--- src/rtl/mux8_serializer_if.sv ---
// Bus bundle between the word serializer, its upstream word source,
// the 8:1 bit mux it feeds, and the downstream serial sink.
interface mux8_serializer_if;
  logic [7:0] in_data;
  logic       in_valid;
  logic       in_ready;
  logic [7:0] word_reg;
  logic [2:0] sel;
  logic       mux_out;
  logic       ser_data;
  logic       ser_valid;
  logic       ser_ready;
  logic       ser_last;

  // Serializer side: owns the ready/valid it produces and the mux controls.
  modport master (
    input  in_data, in_valid, mux_out, ser_ready,
    output in_ready, word_reg, sel, ser_data, ser_valid, ser_last
  );

  // Environment side: word source, mux and serial sink.
  modport slave (
    output in_data, in_valid, mux_out, ser_ready,
    input  in_ready, word_reg, sel, ser_data, ser_valid, ser_last
  );
endinterface

--- src/rtl/mux8_serializer.sv ---
// Word-to-bit sequencer: registers an accepted byte onto the 8:1 mux data
// inputs, walks the mux select once per accepted beat, returns the stream.
module mux8_serializer #(
  parameter bit          MSB_FIRST  = 1'b0,
  parameter int unsigned GAP_CYCLES = 0
) (
  input  logic               clk,
  input  logic               rst_n,
  mux8_serializer_if.master  bus,
  output logic               busy
);

  typedef enum logic [1:0] {
    IDLE  = 2'd0,
    SHIFT = 2'd1,
    GAP   = 2'd2
  } state_t;

  localparam logic [2:0] START_SEL_C = MSB_FIRST ? 3'd7 : 3'd0;
  localparam bit         GAP_ZERO_C  = (GAP_CYCLES == 32'd0);
  localparam logic [3:0] GAP_LOAD_C  = GAP_ZERO_C ? 4'd0 : 4'(GAP_CYCLES - 32'd1);

  state_t     state_r;
  state_t     state_nxt_s;
  logic [7:0] word_r;
  logic [2:0] sel_r;
  logic [2:0] bit_cnt_r;
  logic [3:0] gap_cnt_r;

  logic beat_s;
  logic last_beat_s;
  logic load_s;
  logic in_ready_s;
  logic ser_valid_s;
  logic busy_s;

  assign beat_s      = (state_r == SHIFT) && bus.ser_ready;
  assign last_beat_s = beat_s && (bit_cnt_r == 3'd7);
  assign load_s      = bus.in_valid && in_ready_s;

  // State register.
  always_ff @(posedge clk or negedge rst_n) begin
    if (!rst_n) begin
      state_r <= IDLE;
    end else begin
      state_r <= state_nxt_s;
    end
  end

  // Next-state decode.
  always_comb begin
    state_nxt_s = state_r;
    case (state_r)
      IDLE: begin
        if (load_s) state_nxt_s = SHIFT;
        else        state_nxt_s = IDLE;
      end
      SHIFT: begin
        if (!last_beat_s)    state_nxt_s = SHIFT;
        else if (!GAP_ZERO_C) state_nxt_s = GAP;
        else if (load_s)     state_nxt_s = SHIFT;
        else                 state_nxt_s = IDLE;
      end
      GAP: begin
        if (gap_cnt_r == 4'd0) state_nxt_s = IDLE;
        else                   state_nxt_s = GAP;
      end
      default: state_nxt_s = IDLE;
    endcase
  end

  // Output decode; in_ready follows ser_ready on a gapless final beat so
  // consecutive words stream without a bubble.
  always_comb begin
    in_ready_s  = 1'b0;
    ser_valid_s = 1'b0;
    busy_s      = 1'b0;
    case (state_r)
      IDLE: begin
        in_ready_s = rst_n;
      end
      SHIFT: begin
        ser_valid_s = 1'b1;
        busy_s      = 1'b1;
        if (last_beat_s && GAP_ZERO_C) in_ready_s = 1'b1;
        else                           in_ready_s = 1'b0;
      end
      GAP: begin
        busy_s = 1'b1;
      end
      default: begin
        busy_s = 1'b0;
      end
    endcase
  end

  // Word, select and counters; the 3-bit select wraps naturally after beat 8.
  always_ff @(posedge clk or negedge rst_n) begin
    if (!rst_n) begin
      word_r    <= 8'h00;
      sel_r     <= 3'd0;
      bit_cnt_r <= 3'd0;
      gap_cnt_r <= 4'd0;
    end else if (load_s) begin
      word_r    <= bus.in_data;
      sel_r     <= START_SEL_C;
      bit_cnt_r <= 3'd0;
    end else if (beat_s) begin
      bit_cnt_r <= bit_cnt_r + 3'd1;
      sel_r     <= MSB_FIRST ? (sel_r - 3'd1) : (sel_r + 3'd1);
      if (last_beat_s) gap_cnt_r <= GAP_LOAD_C;
    end else if ((state_r == GAP) && (gap_cnt_r != 4'd0)) begin
      gap_cnt_r <= gap_cnt_r - 4'd1;
    end
  end

  assign bus.in_ready  = in_ready_s;
  assign bus.word_reg  = word_r;
  assign bus.sel       = sel_r;
  assign bus.ser_valid = ser_valid_s;
  assign bus.ser_data  = bus.mux_out & ser_valid_s;
  assign bus.ser_last  = ser_valid_s && (bit_cnt_r == 3'd7);
  assign busy          = busy_s;

endmodule
--- src/flat_wrapper.sv ---
// flat-port wrapper written by rule: the top's interface ports become plain ports
module mux8_serializer_flat 
#(
  parameter bit          MSB_FIRST  = 1'b0,
  parameter int unsigned GAP_CYCLES = 0
)
  (clk, rst_n, busy, bus_in_data, bus_in_valid, bus_mux_out, bus_ser_ready, bus_in_ready, bus_word_reg, bus_sel, bus_ser_data, bus_ser_valid, bus_ser_last);
  mux8_serializer_if bus_i ();
  input  logic clk;
  input  logic rst_n;
  output logic busy;
  input wire logic [$bits(bus_i.in_data)-1:0] bus_in_data;
  input wire logic [$bits(bus_i.in_valid)-1:0] bus_in_valid;
  input wire logic [$bits(bus_i.mux_out)-1:0] bus_mux_out;
  input wire logic [$bits(bus_i.ser_ready)-1:0] bus_ser_ready;
  output wire logic [$bits(bus_i.in_ready)-1:0] bus_in_ready;
  output wire logic [$bits(bus_i.word_reg)-1:0] bus_word_reg;
  output wire logic [$bits(bus_i.sel)-1:0] bus_sel;
  output wire logic [$bits(bus_i.ser_data)-1:0] bus_ser_data;
  output wire logic [$bits(bus_i.ser_valid)-1:0] bus_ser_valid;
  output wire logic [$bits(bus_i.ser_last)-1:0] bus_ser_last;
  assign bus_i.in_data = bus_in_data;
  assign bus_i.in_valid = bus_in_valid;
  assign bus_i.mux_out = bus_mux_out;
  assign bus_i.ser_ready = bus_ser_ready;
  assign bus_in_ready = bus_i.in_ready;
  assign bus_word_reg = bus_i.word_reg;
  assign bus_sel = bus_i.sel;
  assign bus_ser_data = bus_i.ser_data;
  assign bus_ser_valid = bus_i.ser_valid;
  assign bus_ser_last = bus_i.ser_last;
  mux8_serializer #(.MSB_FIRST(MSB_FIRST), .GAP_CYCLES(GAP_CYCLES)) u_core (.clk(clk), .rst_n(rst_n), .bus(bus_i), .busy(busy));
endmodule
--- config.mk ---
export PLATFORM = sky130hd
export DESIGN_NAME = mux8_serializer_flat
export DESIGN_NICKNAME = d
export VERILOG_FILES = /design/src/rtl/mux8_serializer_if.sv /design/src/rtl/mux8_serializer.sv /design/src/flat_wrapper.sv
export SDC_FILE = /design/constraint.sdc
export NUM_CORES = 1
export LEC_CHECK = 0
export ABC_AREA = 1
export BUFFER_PORTS_ARGS = -buffer_cell sky130_fd_sc_hd__clkbuf_2
export CAP_MARGIN = 20
export CELL_PAD_IN_SITES_DETAIL_PLACEMENT = 2
export CELL_PAD_IN_SITES_GLOBAL_PLACEMENT = 2
export CORE_MARGIN = 2
export CORE_UTILIZATION = 31
export CTS_CLUSTER_DIAMETER = 120
export DETAILED_ROUTE_END_ITERATION = 10
export PLACE_DENSITY_LB_ADDON = 0.08
export SLEW_MARGIN = 10
export SYNTH_ARGS = -nofsm -noshare
export SYNTH_HDL_FRONTEND = slang
export SYNTH_SLANG_ARGS = --single-unit
--- constraint.sdc ---
create_clock -name clk -period 4.1 [get_ports clk]
set_clock_uncertainty 0.15 [all_clocks]
set_input_delay 0.205 -clock clk [delete_from_list [all_inputs] [get_ports clk]]
set_output_delay 0.205 -clock clk [all_outputs]
set_load 0.02 [all_outputs]
==> results by group <==
Outcome
  – Outcome: complete, no violations

Pwr
  – Int Power: 475 uW
  – Sw frac: 45.1%
  – Switching power: 391 uW
  – Clk pwr share: 13.5%
  – Sequential share of power: 38.4%
  – Power per Cell Area: 634 mW/mm^2
  – Combinational fraction of design power: 48.0%
  – Static Leak: 0.000814 uW
  – VDD IR max: 0.000275 V

Layout
  – Syn-to-layout area delta: 28.2%
  – Fin nets: 190
  – Most frequent cells in the layout: nand2_1 (51), clkbuf_2 (28), dfrtp_1 (20)
  – Antenna cells: 0
  – Most common cell after layout, fill and taps aside: nand2_1
  – Layout cells sized above 1: 22.0%
  – Max reg flops: 8
  – Post-layout util: 41.3%

Logic synthesis
  – Post-Syn Area: 0.00107 sq mm
  – Top FF cell, synth: dfrtp_1
  – Ys async rst share: 100%
  – #FFs+latches synth: 20
  – Post-synth EDFFs: 0
  – Post-Synthesis Net Count: 151
  – Cell variety after synth: 18
  – Syn Area/Cell: 8.20 sq um
  – Synth Warn #: 0
  – Register area share after synthesis: 46.9%
  – Post-Syn Instances: 130

Critical path
  – Critical Path RT: 3.74 ns
  – Crit Path Category: in -> out
  – Startpoint Class: input pin
  – Max incr delay on CP: 0.52 ns
  – Setup slack, reg-to-reg: 2.25 ns
  – CP most frequent cell: clkbuf_2
  – Crit path max fanout: 21
  – Crit path depth: 5
  – Critical path buffer and inverter count: 3
  – CP max-delay cell: dlygate4sd3_1
  – Endpoint type of the worst setup path: output port
  – Reg-to-Reg End: u_core.bus.sel[0]
  – Top cell family by delay on the critical path: buffers and inverters
  – CP arrival: 1.73 ns
  – R2r startpoint: u_core.bit_cnt_r[0]
  – Cell Chain, Critical Path: dlygate4sd3_1, clkbuf_2, nand2_1, nand2_4, clkbuf_2
  – Path depth of the worst reg2reg path: 7

Run
  – Max-cap viol count: 0

Clock network
  – Root Buffer: clkbuf_4
  – Clk sinks: 20
  – H-tree depth: 1
  – Clk slew on worst S/H paths: 0.12 ns
  – CTS tree: yes
  – CTS Buffer Depth: 2
  – Clk Latency, worst-skew pair: 0.30 ns
  – Num CTS Buffers: 3
  – Buffer count from post-CTS setup fixing: 0

Timing
  – Final setup viols: 0
  – Slew Limit Fails: 0
  – Final Hold Viols: 0
  – Max Clk Rate: 0.480 GHz
  – Worst-Margin Slew: 0.535 ns
  – Setup_tns: 0 ns
  – Max-slew headroom: 64.3%
  – RSZ-0062 raised after global routing: false
  – Fin crit share: 50.8%
  – Tmin final: 2.08 ns

Route
  – Via count: 965
  – WL/cell: 12.9 um
  – Initial DRC Count: 30
  – Post-Route WL: 2.76 mm
  – Routed vias/inst: 4.51
  – 1st-pass router iterations: 2
  – DRC Markers: 0
  – DRT antenna net count: 0

Floorplan
  – # rows: 21
  – Number of I/O pins: 29
  – Initial core utilization: 32.2%
  – Die Y: 62.6 um
  – Die X: 62.6 um
  – Core ar.: 0.00331 sq mm
  – Die area: 0.00392 sq mm

Worst hold path
  – Hold_sp: bus_in_valid
  – WHS Path Cells: 3
  – HP Class: in -> reg
  – Min-Delay Endpoint: u_core.bus.word_reg[7]

Global routing
  – First-pass GRT wire length: 5.04 mm
  – Initial antenna violation count: 0
  – Gr ovfl total: 0
  – Vias in the first global route: 1,064
  – GRT Overall Usage: 16.4%
  – Pin count of the biggest net entering global routing: 22

Placed design
  – Gpl congestion: 0.705
  – # port buffers: 28
  – Half-perimeter wire length after detailed placement: 2.00 mm
-- cell families (layout without fill, tap and decap cells) --
group,count (synthesis),count (layout),synth area share (%)
fa+ha+maj,8,8,9.39
buf+inv,19,57,7.86
xor+xnor,2,2,1.64
simple gates,77,77,32.3
flops,20,20,46.9
compound gates,4,4,1.88
-- power groups by stage --
stage	clock (uW)	sequential [uW]	combinational, uW
after global placement	0	332	402
after detailed placement	0	337	420
after floorplan	0	387	229
final	117	333	416
after global routing	132	346	480
after CTS	125	334	430
-- worst min-delay path, cell delays in order --
cell      delay [ns]
clkbuf_2        0.19
nand3_1         0.12
nand2_1         0.05
-- stage by stage --
step | cell area (sq um) | cells | total power, uW | hold slack (ns) | setup WS, ns
finish | 1370 | 214 | 866 | 0.134 | 2.02
global route | 1370 | 214 | 958 | 0.131 | 1.85
CTS | 1370 | 214 | 889 | 0.118 | 1.93
detailed placement | 1240 | 201 | 757 | 0.0721 | 2.24
global placement | 1240 | 201 | 734 | 0.0735 | 2.28
floorplan | 1070 | 130 | 615 | -0.241 | 2.39
-- timing repair --
item                      in CTS  in global routing
gates resized for setup        0                  0
hold buffers                   9                  0
hold endpoints to repair      28                  0
-- worst max-delay path by stage --
stage	slack, ns	endpoint	startpoint
detailed placement	2.24	u_core.bus.sel[0]	u_core.bit_cnt_r[0]
finish	2.02	bus_in_ready	rst_n
CTS	1.93	bus_in_ready	rst_n
floorplan	2.39	u_core.bus.sel[0]	u_core.state_r[1]
global route	1.85	bus_in_ready	rst_n
global placement	2.28	u_core.gap_cnt_r[3]	rst_n
-- synthesized netlist by cell type (2+ instances only) --
cell     instances  area [sq um]
a21oi_1          2          10.0
dfrtp_1         20           500
ha_1             8           100
inv_1           15          56.3
nand2_1         51           191
nand2_4          3          33.8
nand3_1         14          70.1
nor2_1           5          18.8
o21ai_0          2          10.0
xnor2_1          2          17.5
-- routing by layer --
| layer | vias up | track usage [%] | part of all wire, % |
|---|---|---|---|
| met2 | 19 | 26.9 | 51 |
| met5 | - | 0 | 0 |
| met3 | 2 | 3.06 | 3.2 |
| met1 | 467 | 20.9 | 45 |
| met4 | 0 | 7.50 | 1.1 |
| li1 | 477 | - | - |
-- layout make-up --
cell class | instances | area, sq um
tap | 46 | 57.6
multi-input combinational | 91 | 482
fill | 396 | 1940
inverter | 16 | 60.1
timing repair buffer | 37 | 230
sequential | 20 | 500
clock buffer | 4 | 36.3
No activity file was read; power rests on OpenSTA's default activity.
